[src/rtl/rtype_pkg.sv]
// -----------------------------------------------------------------------------
// rtype_pkg
// Shared constants, FSM state type and the R-type legality helper used by the
// R-type execute arbiter.
// Contents:
//   OP_RTYPE, NOP_INST, F7_BASE, F7_ALT  - instruction field constants
//   state_t                              - arbiter FSM states {IDLE, EXEC, RESP}
//   rtype_illegal()                      - legality of opcode/funct3/funct7
// -----------------------------------------------------------------------------
package rtype_pkg;

    localparam logic [6:0]  OP_RTYPE = 7'b0110011;
    localparam logic [31:0] NOP_INST = 32'h0000_0033;
    localparam logic [6:0]  F7_BASE  = 7'b0000000;
    localparam logic [6:0]  F7_ALT   = 7'b0100000;

    typedef enum logic [1:0] {
        IDLE = 2'd0,
        EXEC = 2'd1,
        RESP = 2'd2
    } state_t;

    // Takes only the decoded fields so callers pass exactly what is inspected.
    // F7_ALT is legal only for SUB (funct3 000) and SRA (funct3 101).
    function automatic logic rtype_illegal(
        input logic [6:0] opcode,
        input logic [2:0] funct3,
        input logic [6:0] funct7
    );
        logic bad;
        bad = 1'b0;
        if (opcode != OP_RTYPE) begin
            bad = 1'b1;
        end else if (funct7 == F7_BASE) begin
            bad = 1'b0;
        end else if (funct7 == F7_ALT) begin
            bad = !((funct3 == 3'b000) || (funct3 == 3'b101));
        end else begin
            bad = 1'b1;
        end
        return bad;
    endfunction

endpackage

[src/rtl/rtype_rr_pick.sv]
// -----------------------------------------------------------------------------
// rtype_rr_pick
// Combinational round-robin winner: the first valid requester found scanning
// ptr, ptr+1, ... cyclically modulo N_REQ.
// Ports:
//   req_valid [N_REQ-1:0]          in  per-requester valid
//   ptr       [$clog2(N_REQ)-1:0]  in  round-robin start position (< N_REQ)
//   grant     [N_REQ-1:0]          out one-hot winner (all zero if none valid)
//   win_idx   [$clog2(N_REQ)-1:0]  out winner index (0 if none valid)
//   any_valid                      out at least one requester valid
// -----------------------------------------------------------------------------
module rtype_rr_pick #(
    parameter int N_REQ = 2
) (
    input  logic [N_REQ-1:0]         req_valid,
    input  logic [$clog2(N_REQ)-1:0] ptr,
    output logic [N_REQ-1:0]         grant,
    output logic [$clog2(N_REQ)-1:0] win_idx,
    output logic                     any_valid
);

    localparam int IW = $clog2(N_REQ);

    int          sum;
    logic [IW-1:0] idx;

    // Cyclic scan from ptr; the first valid hit wins, later hits are ignored.
    always_comb begin
        grant     = '0;
        win_idx   = '0;
        any_valid = 1'b0;
        sum       = 0;
        idx       = '0;
        for (int k = 0; k < N_REQ; k++) begin
            sum = int'(ptr) + k;
            // ptr < N_REQ and k < N_REQ, so one subtraction wraps correctly.
            idx = (sum >= N_REQ) ? IW'(sum - N_REQ) : IW'(sum);
            if (!any_valid && req_valid[idx]) begin
                grant[idx] = 1'b1;
                win_idx    = idx;
                any_valid  = 1'b1;
            end else begin
                any_valid = any_valid;
            end
        end
    end

endmodule

[src/rtl/rtype_exec_arbiter.sv]
// -----------------------------------------------------------------------------
// rtype_exec_arbiter
// Shares one R-type execute datapath between N_REQ requesters. A round-robin
// winner is accepted in IDLE, its instruction is held on dp_inst for DP_LAT+1
// cycles (EXEC), the datapath result is captured and returned as a tagged
// response (RESP) until the consumer accepts it. One transaction in flight.
// Optional feature macro: RTYPE_ARB_ILLEGAL_CHECK_EN -- when defined, illegal
// instructions bypass EXEC and return rsp_err=1, rsp_data=0.
// Ports:
//   clk, rst (sync, active-low)
//   req_valid[N_REQ], req_inst[32*N_REQ] in; req_ready[N_REQ] out
//   dp_inst[32] out, dp_rd_val[32] in      shared datapath
//   rsp_valid, rsp_id, rsp_data[32], rsp_err out; rsp_ready in
//   busy out                               FSM not in IDLE
// -----------------------------------------------------------------------------
module rtype_exec_arbiter
    import rtype_pkg::*;
#(
    parameter int N_REQ  = 2,
    parameter int DP_LAT = 1
) (
    input  logic                     clk,
    input  logic                     rst,
    input  logic [N_REQ-1:0]         req_valid,
    input  logic [32*N_REQ-1:0]      req_inst,
    output logic [N_REQ-1:0]         req_ready,
    output logic [31:0]              dp_inst,
    input  logic [31:0]              dp_rd_val,
    output logic                     rsp_valid,
    output logic [$clog2(N_REQ)-1:0] rsp_id,
    output logic [31:0]              rsp_data,
    output logic                     rsp_err,
    input  logic                     rsp_ready,
    output logic                     busy
);

    localparam int IW = $clog2(N_REQ);

    state_t          state, state_nxt;
    logic [IW-1:0]   ptr;
    logic [IW-1:0]   win_idx;
    logic [N_REQ-1:0] grant;
    logic            any_valid;
    logic            accept;
    logic            illegal;
    logic [31:0]     sel_inst;
    logic [2:0]      lat_cnt;

    rtype_rr_pick #(.N_REQ(N_REQ)) u_pick (
        .req_valid (req_valid),
        .ptr       (ptr),
        .grant     (grant),
        .win_idx   (win_idx),
        .any_valid (any_valid)
    );

    assign sel_inst = req_inst[int'(win_idx)*32 +: 32];

`ifdef RTYPE_ARB_ILLEGAL_CHECK_EN
    assign illegal = rtype_illegal(sel_inst[6:0], sel_inst[14:12], sel_inst[31:25]);
`else
    assign illegal = 1'b0;
`endif

    // FSM state register.
    always_ff @(posedge clk) begin
        if (!rst) begin
            state <= IDLE;
        end else begin
            state <= state_nxt;
        end
    end

    // Next state and the requester-side handshake. req_ready is combinational
    // so a requester becoming valid in the IDLE cycle is taken on that edge.
    always_comb begin
        state_nxt = state;
        req_ready = '0;
        accept    = 1'b0;
        case (state)
            IDLE: begin
                if (rst) begin
                    req_ready = grant;
                    accept    = any_valid;
                end else begin
                    req_ready = '0;
                    accept    = 1'b0;
                end
                if (accept) begin
                    state_nxt = illegal ? RESP : EXEC;
                end else begin
                    state_nxt = IDLE;
                end
            end
            EXEC: begin
                if (lat_cnt == 3'd0) begin
                    state_nxt = RESP;
                end else begin
                    state_nxt = EXEC;
                end
            end
            RESP: begin
                if (rsp_ready) begin
                    state_nxt = IDLE;
                end else begin
                    state_nxt = RESP;
                end
            end
            default: begin
                state_nxt = IDLE;
            end
        endcase
    end

    // Pointer, latency counter, datapath drive and response registers.
    always_ff @(posedge clk) begin
        if (!rst) begin
            ptr       <= '0;
            lat_cnt   <= 3'd0;
            dp_inst   <= NOP_INST;
            rsp_valid <= 1'b0;
            rsp_id    <= '0;
            rsp_data  <= 32'd0;
            rsp_err   <= 1'b0;
            busy      <= 1'b0;
        end else begin
            rsp_valid <= (state_nxt == RESP);
            busy      <= (state_nxt != IDLE);
            case (state)
                IDLE: begin
                    if (accept) begin
                        ptr     <= (win_idx == IW'(N_REQ - 1)) ? '0 : win_idx + IW'(1);
                        rsp_id  <= win_idx;
                        rsp_err <= illegal;
                        // Counts DP_LAT..0, giving DP_LAT+1 EXEC cycles.
                        lat_cnt <= 3'(DP_LAT);
                        if (illegal) begin
                            rsp_data <= 32'd0;
                            dp_inst  <= NOP_INST;
                        end else begin
                            dp_inst  <= sel_inst;
                        end
                    end else begin
                        dp_inst <= NOP_INST;
                    end
                end
                EXEC: begin
                    if (lat_cnt == 3'd0) begin
                        rsp_data <= dp_rd_val;
                        dp_inst  <= NOP_INST;
                    end else begin
                        lat_cnt  <= lat_cnt - 3'd1;
                    end
                end
                RESP: begin
                    dp_inst <= NOP_INST;
                end
                default: begin
                    dp_inst <= NOP_INST;
                end
            endcase
        end
    end

endmodule

[config.mk]
export PLATFORM = sky130hd
export DESIGN_NAME = rtype_exec_arbiter
export DESIGN_NICKNAME = d
export VERILOG_FILES = /design/src/rtl/rtype_pkg.sv /design/src/rtl/rtype_rr_pick.sv /design/src/rtl/rtype_exec_arbiter.sv
export SDC_FILE = /design/constraint.sdc
export NUM_CORES = 1
export LEC_CHECK = 0
export CORE_ASPECT_RATIO = 2
export CORE_UTILIZATION = 38
export DETAILED_ROUTE_END_ITERATION = 16
export PLACE_DENSITY = 0.77
export SYNTH_ARGS = -nofsm -noshare
export SYNTH_HDL_FRONTEND = slang
export SYNTH_SLANG_ARGS = --single-unit
[constraint.sdc]
create_clock -name clk -period 1.8 [get_ports clk]
set_clock_uncertainty 0.05 [all_clocks]
set_input_delay 0.27 -clock clk [delete_from_list [all_inputs] [get_ports clk]]
set_output_delay 0.27 -clock clk [all_outputs]
set_load 0.005 [all_outputs]
==> results of run 1 <==
layout by cell type (no fill, tap or decap), types with 2 or more instances in the layout:
master,n
inv_1,14
nor3b_2,2
buf_12,2
and3_1,3
bufinv_16,2
o21ai_0,2
buf_4,14
a222oi_1,4
nor3_2,20
a221o_1,28
ha_1,2
a21oi_1,35
nor2_1,2
nand2_1,94
nor3_1,8
clkbuf_8,2
clkbuf_16,9
clkdlybuf4s50_1,166
a21o_1,2
clkinv_2,2
or3b_2,2
a21boi_0,2
dfxtp_1,73
path summary, 6_finish.rpt:
kind | from | to | slack, ns | cells after the start
max | state[0]$_SDFF_PN0_ | req_ready[0] | 0.08 | 4
min | rsp_data[19]$_SDFFE_PN0P_ | rsp_data[19]$_SDFFE_PN0P_ | 0.40 | 2
max reg2reg | lat_cnt[0]$_SDFFE_PN0P_ | dp_inst[6]$_SDFFE_PN0P_ | 0.15 | 6
min reg2reg | rsp_data[19]$_SDFFE_PN0P_ | rsp_data[19]$_SDFFE_PN0P_ | 0.40 | 2
Yosys cell counts:
| cell | number | area [µm²] |
|---|---|---|
| nand2_1 | 94 | 352.8 |
| dfxtp_1 | 73 | 1461 |
| a21oi_1 | 35 | 175.2 |
| a221o_1 | 28 | 280.3 |
| nor3_2 | 20 | 200.2 |
| inv_1 | 14 | 52.55 |
| buf_2 | 11 | 55.05 |
| clkbuf_1 | 10 | 37.54 |
| nor3_1 | 8 | 40.04 |
| a222oi_1 | 4 | 40.04 |
| buf_4 | 4 | 30.03 |
| and3_1 | 3 | 18.77 |
| buf_6 | 3 | 33.78 |
| a21boi_0 | 2 | 15.01 |
| a21o_1 | 2 | 15.01 |
| ha_1 | 2 | 25.02 |
| nor2_1 | 2 | 7.510 |
| nor2b_1 | 2 | 12.51 |
| o21ai_0 | 2 | 10.01 |
| or3b_2 | 2 | 17.52 |
| a31oi_1 | 1 | 6.260 |
| a41o_1 | 1 | 10.01 |
| and4b_1 | 1 | 10.01 |
| clkbuf_2 | 1 | 5.000 |
| clkinv_1 | 1 | 3.750 |
| conb_1 | 1 | 3.750 |
| nand2b_1 | 1 | 6.260 |
| nand4bb_1 | 1 | 11.26 |
| nor3b_1 | 1 | 7.510 |
| nor3b_2 | 1 | 12.51 |
| nor4bb_1 | 1 | 10.01 |
| o21a_1 | 1 | 7.510 |
| o31a_1 | 1 | 8.760 |
| or3b_4 | 1 | 11.26 |
flip-flops by register name (all words and copies together), names as in the netlist:
signal,cells
dp_inst,32
rsp_valid,1
lat_cnt,3
rsp_data,32
rsp_id,1
ptr,1
busy,1
state,2
logic make-up after synthesis:
logic type	count (synthesis)
and+or+nand+nor	138
adders and majority gates	2
buffers and inverters	44
other	1
AOI/OAI and AO/OA	77
DFF	73
stage by stage:
stage / std cells / setup TNS (ns)
6_report: 601 / 0
3_3_place_gp: 584 / -5.978
4_1_cts: 601 / 0
2_1_floorplan: 335 / 0
3_5_place_dp: 584 / -6.144
5_1_grt: 601 / 0
what timing repair did:
| item | in CTS | in global routing |
|---|---|---|
| resized for setup | 8 | 0 |
| buffers inserted | 1 | 0 |
| endpoints found under the hold margin | 0 | 0 |
| endpoints found under the setup margin | 2 | 0 |
critical path: stages, from the launching register on:
cell,delay [ns]
dfxtp_1,0.31
buf_4,0.15
nor3b_2,0.19
and3_1,0.20
clkdlybuf4s15_1,0.23
routing by layer:
layer,vias up,global-route usage
li1,1497,-
met1,1354,0.2239
met2,133,0.4001
met3,16,0.04732
met4,0,0.1033
met5,-,0
area by class of cell:
type | instances | area, µm²
Clock buffer | 11 | 252.7
Clock inverter | 5 | 77.57
Fill cell | 628 | 2462
Inverter | 15 | 56.30
Multi-Input combinational cell | 218 | 1343
Sequential cell | 73 | 1461
Tap cell | 94 | 117.6
Timing Repair Buffer | 185 | 1831
power groups by stage:
stage               combinational (mW)  sequential (mW)  clock, mW
floorplan                        0.517             1.95          0
global placement                  1.22             1.93          0
detailed placement                1.24             1.93          0
CTS                               1.25             1.90       1.96
global route                      1.34             1.93       2.04
finish                            1.23             1.90       1.92
==> flow_metrics.env, run 1 <==
export IMPL_synth_avg_cell_area_um2=8.938
export IMPL_clockPowerShare=0.380
export IMPL_htree_num_levels=3
export IMPL_drt_first_pass_iters=5
export IMPL_worst_setup_path_start_kind="flop"
export IMPL_final_period_utilization=0.9567
export IMPL_synthesis_nets=438
export IMPL_grt_pass1_vias=3014
export IMPL_placedInstanceArea_um2=4802
export IMPL_synth_xor_area_share=0
export IMPL_setup_viol=0
export IMPL_core_region_area_um2=7601
export IMPL_fin_total_pwr_mw=5.060
export IMPL_numClockSinks=73
export IMPL_antenna_cells_inserted=0
export IMPL_cts_tree="built"
export IMPL_nets=605
export IMPL_path_class="flop to output pin"
export IMPL_leakagePower_nw=2.004
export IMPL_max_clock_freq_mhz=580.7
export IMPL_clock_tree_buffer_depth=2
export IMPL_initial_core_util=0.3939
export IMPL_floorplan_rows=45
export IMPL_post_synth_mux_area_share=0
export IMPL_grt_setup_unrepaired="false"
export IMPL_routed_via_density=4.992
export IMPL_seq_area_frac_synth=0.4881
export IMPL_setup_ws_ns=0.07790
export IMPL_cts_buffers_inserted=9
export IMPL_timing_critical_path_to_type="output pin"
export IMPL_net_switching_share_of_the_total_power=0.2472
export IMPL_root_buffer_selected_by_cts="clkbuf_16"
export IMPL_finalWorstPathRequiredPeriod_ns=1.722
export IMPL_yosys_area_share_simple=0.2399
export IMPL_cell_internal_pwr_mw=3.809
export IMPL_distinct_cells_synth=34
export IMPL_post_cts_hold_buffer_count=0
export IMPL_power_density_nw_per_um2=984.6
export IMPL_highest_layer="met4"
export IMPL_ios=171
export IMPL_netlist_instances=335
export IMPL_share_seq_of_total_power=0.376
export IMPL_number_of_antenna_violations_at_the_first_check_in_global_routing=0
export IMPL_met3_length_um=551
export IMPL_drcViolationCount=0
export IMPL_finalHoldViolCount=0
export IMPL_die_height_um=127.5
export IMPL_arrival_ns=1.40
export IMPL_critPathMaxFanout=6
export IMPL_combinational_family_with_the_most_area_after_synthesis="simple AND/OR/NAND/NOR gates"
export IMPL_syn_cell_area_um2=2994
export IMPL_synth_yosys_warnings=0
export IMPL_dr_wl_met2_mm=4.718
export IMPL_cp_data_required_time_ns=1.48
export IMPL_detailed_place_hpwl_mm=6.474
export IMPL_post_synth_fa_ha_maj_area_fraction=0.008358
export IMPL_num_vias=3000
export IMPL_ratio_of_cells_with_drive_above_1_in_the_final_layout=0.1183
export IMPL_grt_start_max_net_pins=34
export IMPL_clkLatencyLatePin_ns=0.33
export IMPL_final_hold_worst_slack_ns=0.4029
export IMPL_antenna_left=0
export IMPL_cts_clk_slew_worst_paths_ns=0.06
export IMPL_worst_hold_path_type="flop to flop"
export IMPL_global_route_wire_length_before_repair_mm=13.85
export IMPL_wl_cell_um=14.40
export IMPL_gr_total_overflow=0
export IMPL_ys_ff_latch=73
export IMPL_postRouteWirelength_mm=8.656
export IMPL_syn_to_final_growth_pct=71.63
export IMPL_fin_area_um2=5139
export IMPL_dr_first_iter_drc_count=113
export IMPL_power_net_switching_mw=1.251
export IMPL_utilization=0.6760
export IMPL_gr_usage_all_layers=0.2172
export IMPL_wirelength_met1_mm=3.179
export IMPL_pre_cts_slack_ns=-0.3834
export IMPL_synth_compound_gate_area_share=0.1897
export IMPL_max_cap_violations=0
export IMPL_outcome="finished, final reports clean"
export IMPL_p_comb_frac=0.244
export IMPL_finalWeightedCongestion=0.7706
export IMPL_fp_dieW_um=64.77
export IMPL_die_area_um2=8259
export IMPL_slew_violations=0
export IMPL_worst_case_vdd_ir_drop_uv=469.5
export IMPL_count_of_buffers_from_port_buffering=169
Power figures use the tool's default switching activity.
==> run 2: changes to the inputs <==
- SKIP_CTS_REPAIR_TIMING: not set -> 1
==> flow_metrics.env, run 2 (synthesized netlist as in run 1, its figures left out) <==
export IMPL_worst_setup_path_start_kind="primary input"
export IMPL_number_of_antenna_violations_at_the_first_check_in_global_routing=0
export IMPL_drt_first_pass_iters=6
export IMPL_gr_usage_all_layers=0.2169
export IMPL_max_cap_violations=0
export IMPL_cp_data_required_time_ns=1.48
export IMPL_outcome="finished with violations"
export IMPL_grt_setup_unrepaired="true"
export IMPL_antenna_cells_inserted=0
export IMPL_ratio_of_cells_with_drive_above_1_in_the_final_layout=0.1166
export IMPL_met3_length_um=534
export IMPL_commonest_non_fill_non_tap_cells_in_the_layout="167 x clkdlybuf4s50_1, 94 x nand2_1, 73 x dfxtp_1"
export IMPL_critical_path_cell_chain="clkdlybuf4s50_1 > or3b_4 > nor3b_4 > buf_2"
export IMPL_critical_path_top_delay_family="buffers and inverters"
export IMPL_arrival_ns=1.48
export IMPL_largestRegisters="dp_inst x32, rsp_data x32, lat_cnt x3"
export IMPL_ios=171
export IMPL_dr_wl_met2_mm=4.745
export IMPL_detailed_place_hpwl_mm=6.474
export IMPL_violated_checks="setup timing"
export IMPL_htree_num_levels=3
export IMPL_clock_tree_buffer_depth=2
export IMPL_cts_tree="built"
export IMPL_cts_clk_slew_worst_paths_ns=0.06
export IMPL_finalWorstPathRequiredPeriod_ns=1.802
export IMPL_nets=604
export IMPL_setup_viol=1
export IMPL_timing_critical_path_to_type="output pin"
export IMPL_initial_core_util=0.3939
export IMPL_dr_first_iter_drc_count=130
export IMPL_fp_dieW_um=64.77
export IMPL_grt_start_max_net_pins=34
export IMPL_global_route_wire_length_before_repair_mm=13.83
export IMPL_setup_ws_ns=-0.001903
export IMPL_filler_cell_count=627
export IMPL_routed_via_density=5.000
export IMPL_grt_pass1_vias=3004
export IMPL_critPathMaxFanout=2
export IMPL_fin_total_pwr_mw=5.062
export IMPL_postRouteWirelength_mm=8.671
export IMPL_drcViolationCount=0
export IMPL_path_class="primary input to output pin"
export IMPL_max_clock_freq_mhz=555.0
export IMPL_die_height_um=127.5
export IMPL_finish_cell_count_without_fillers=600
export IMPL_core_region_area_um2=7601
export IMPL_floorplan_rows=45
export IMPL_worst_hold_path_type="flop to flop"
export IMPL_finalWeightedCongestion=0.7706
export IMPL_wl_cell_um=14.45
export IMPL_clkLatencyLatePin_ns=0.33
export IMPL_finalHoldViolCount=0
export IMPL_cts_buffers_inserted=9
export IMPL_cp_slowest_stage_delay_ns=0.48
export IMPL_final_period_utilization=1.001
export IMPL_timing_critical_path_buf_inv=2
export IMPL_layout_commonest_cell="clkdlybuf4s50_1"
export IMPL_master_of_the_slowest_instance_on_the_critical_path="clkdlybuf4s50_1"
export IMPL_gr_total_overflow=0
export IMPL_syn_to_final_growth_pct=71.71
export IMPL_root_buffer_selected_by_cts="clkbuf_16"
export IMPL_worst_case_vdd_ir_drop_uv=469.6
export IMPL_num_vias=3000
export IMPL_power_density_nw_per_um2=984.7
export IMPL_dp_cells=584
export IMPL_numClockSinks=73
export IMPL_slew_violations=0
export IMPL_utilization=0.6764
export IMPL_ff_latch_area_um2=1461
export IMPL_highest_layer="met4"
export IMPL_wirelength_met1_mm=3.183
export IMPL_leakagePower_nw=2.015
export IMPL_count_of_buffers_from_port_buffering=169
export IMPL_antenna_left=0
export IMPL_die_area_um2=8259
export IMPL_multiInputGateArea_um2=1349
export IMPL_timing_setup_tns_ns=-0.001903
export IMPL_final_hold_worst_slack_ns=0.4029
run 2: worst register-to-register path: stages (launching register included):
cell	delay, ns
dfxtp_1	0.32
inv_1	0.08
ha_1	0.21
nand2b_1	0.15
and3_1	0.24
buf_12	0.18
a221o_1	0.31
run 2: metrics by stage:
step                      area (µm²)  worst slack [ns]
after detailed placement        4802           -0.3834
after floorplan                 2994            0.2233
final                           5141         -0.001903
after global placement          4802           -0.3853
after CTS                       5132           -0.3879
after global routing            5141          -0.07492
run 2: area by class of cell:
| cell class | instances | area share |
|---|---|---|
| Clock buffer | 11 | 0.04916 |
| Clock inverter | 5 | 0.01509 |
| Inverter | 15 | 0.01095 |
| Multi-Input combinational cell | 218 | 0.2624 |
| Sequential cell | 73 | 0.2843 |
| Tap cell | 94 | 0.02288 |
| Timing Repair Buffer | 184 | 0.3553 |
run 2: metal layers:
metal / up-vias / global-route usage
li1: 1494 / -
met1: 1360 / 0.2244
met2: 130 / 0.3983
met3: 16 / 0.04732
met4: 0 / 0.1033
met5: - / 0
run 2: worst paths after layout:
check,start,to,slack [ns],cells after the start
worst max-delay path,rst,req_ready[1],-0.002,4
worst min-delay path,rsp_data[19]$_SDFFE_PN0P_,rsp_data[19]$_SDFFE_PN0P_,0.40,2
worst max register to register,lat_cnt[0]$_SDFFE_PN0P_,dp_inst[6]$_SDFFE_PN0P_,0.14,6
worst min register to register,rsp_data[19]$_SDFFE_PN0P_,rsp_data[19]$_SDFFE_PN0P_,0.40,2
run 2: where the power goes:
part / internal [mW] / switching, mW / total (mW)
Sequential: 1.80 / 0.0976 / 1.90
Clock: 1.28 / 0.641 / 1.92
Combinational: 0.723 / 0.514 / 1.24
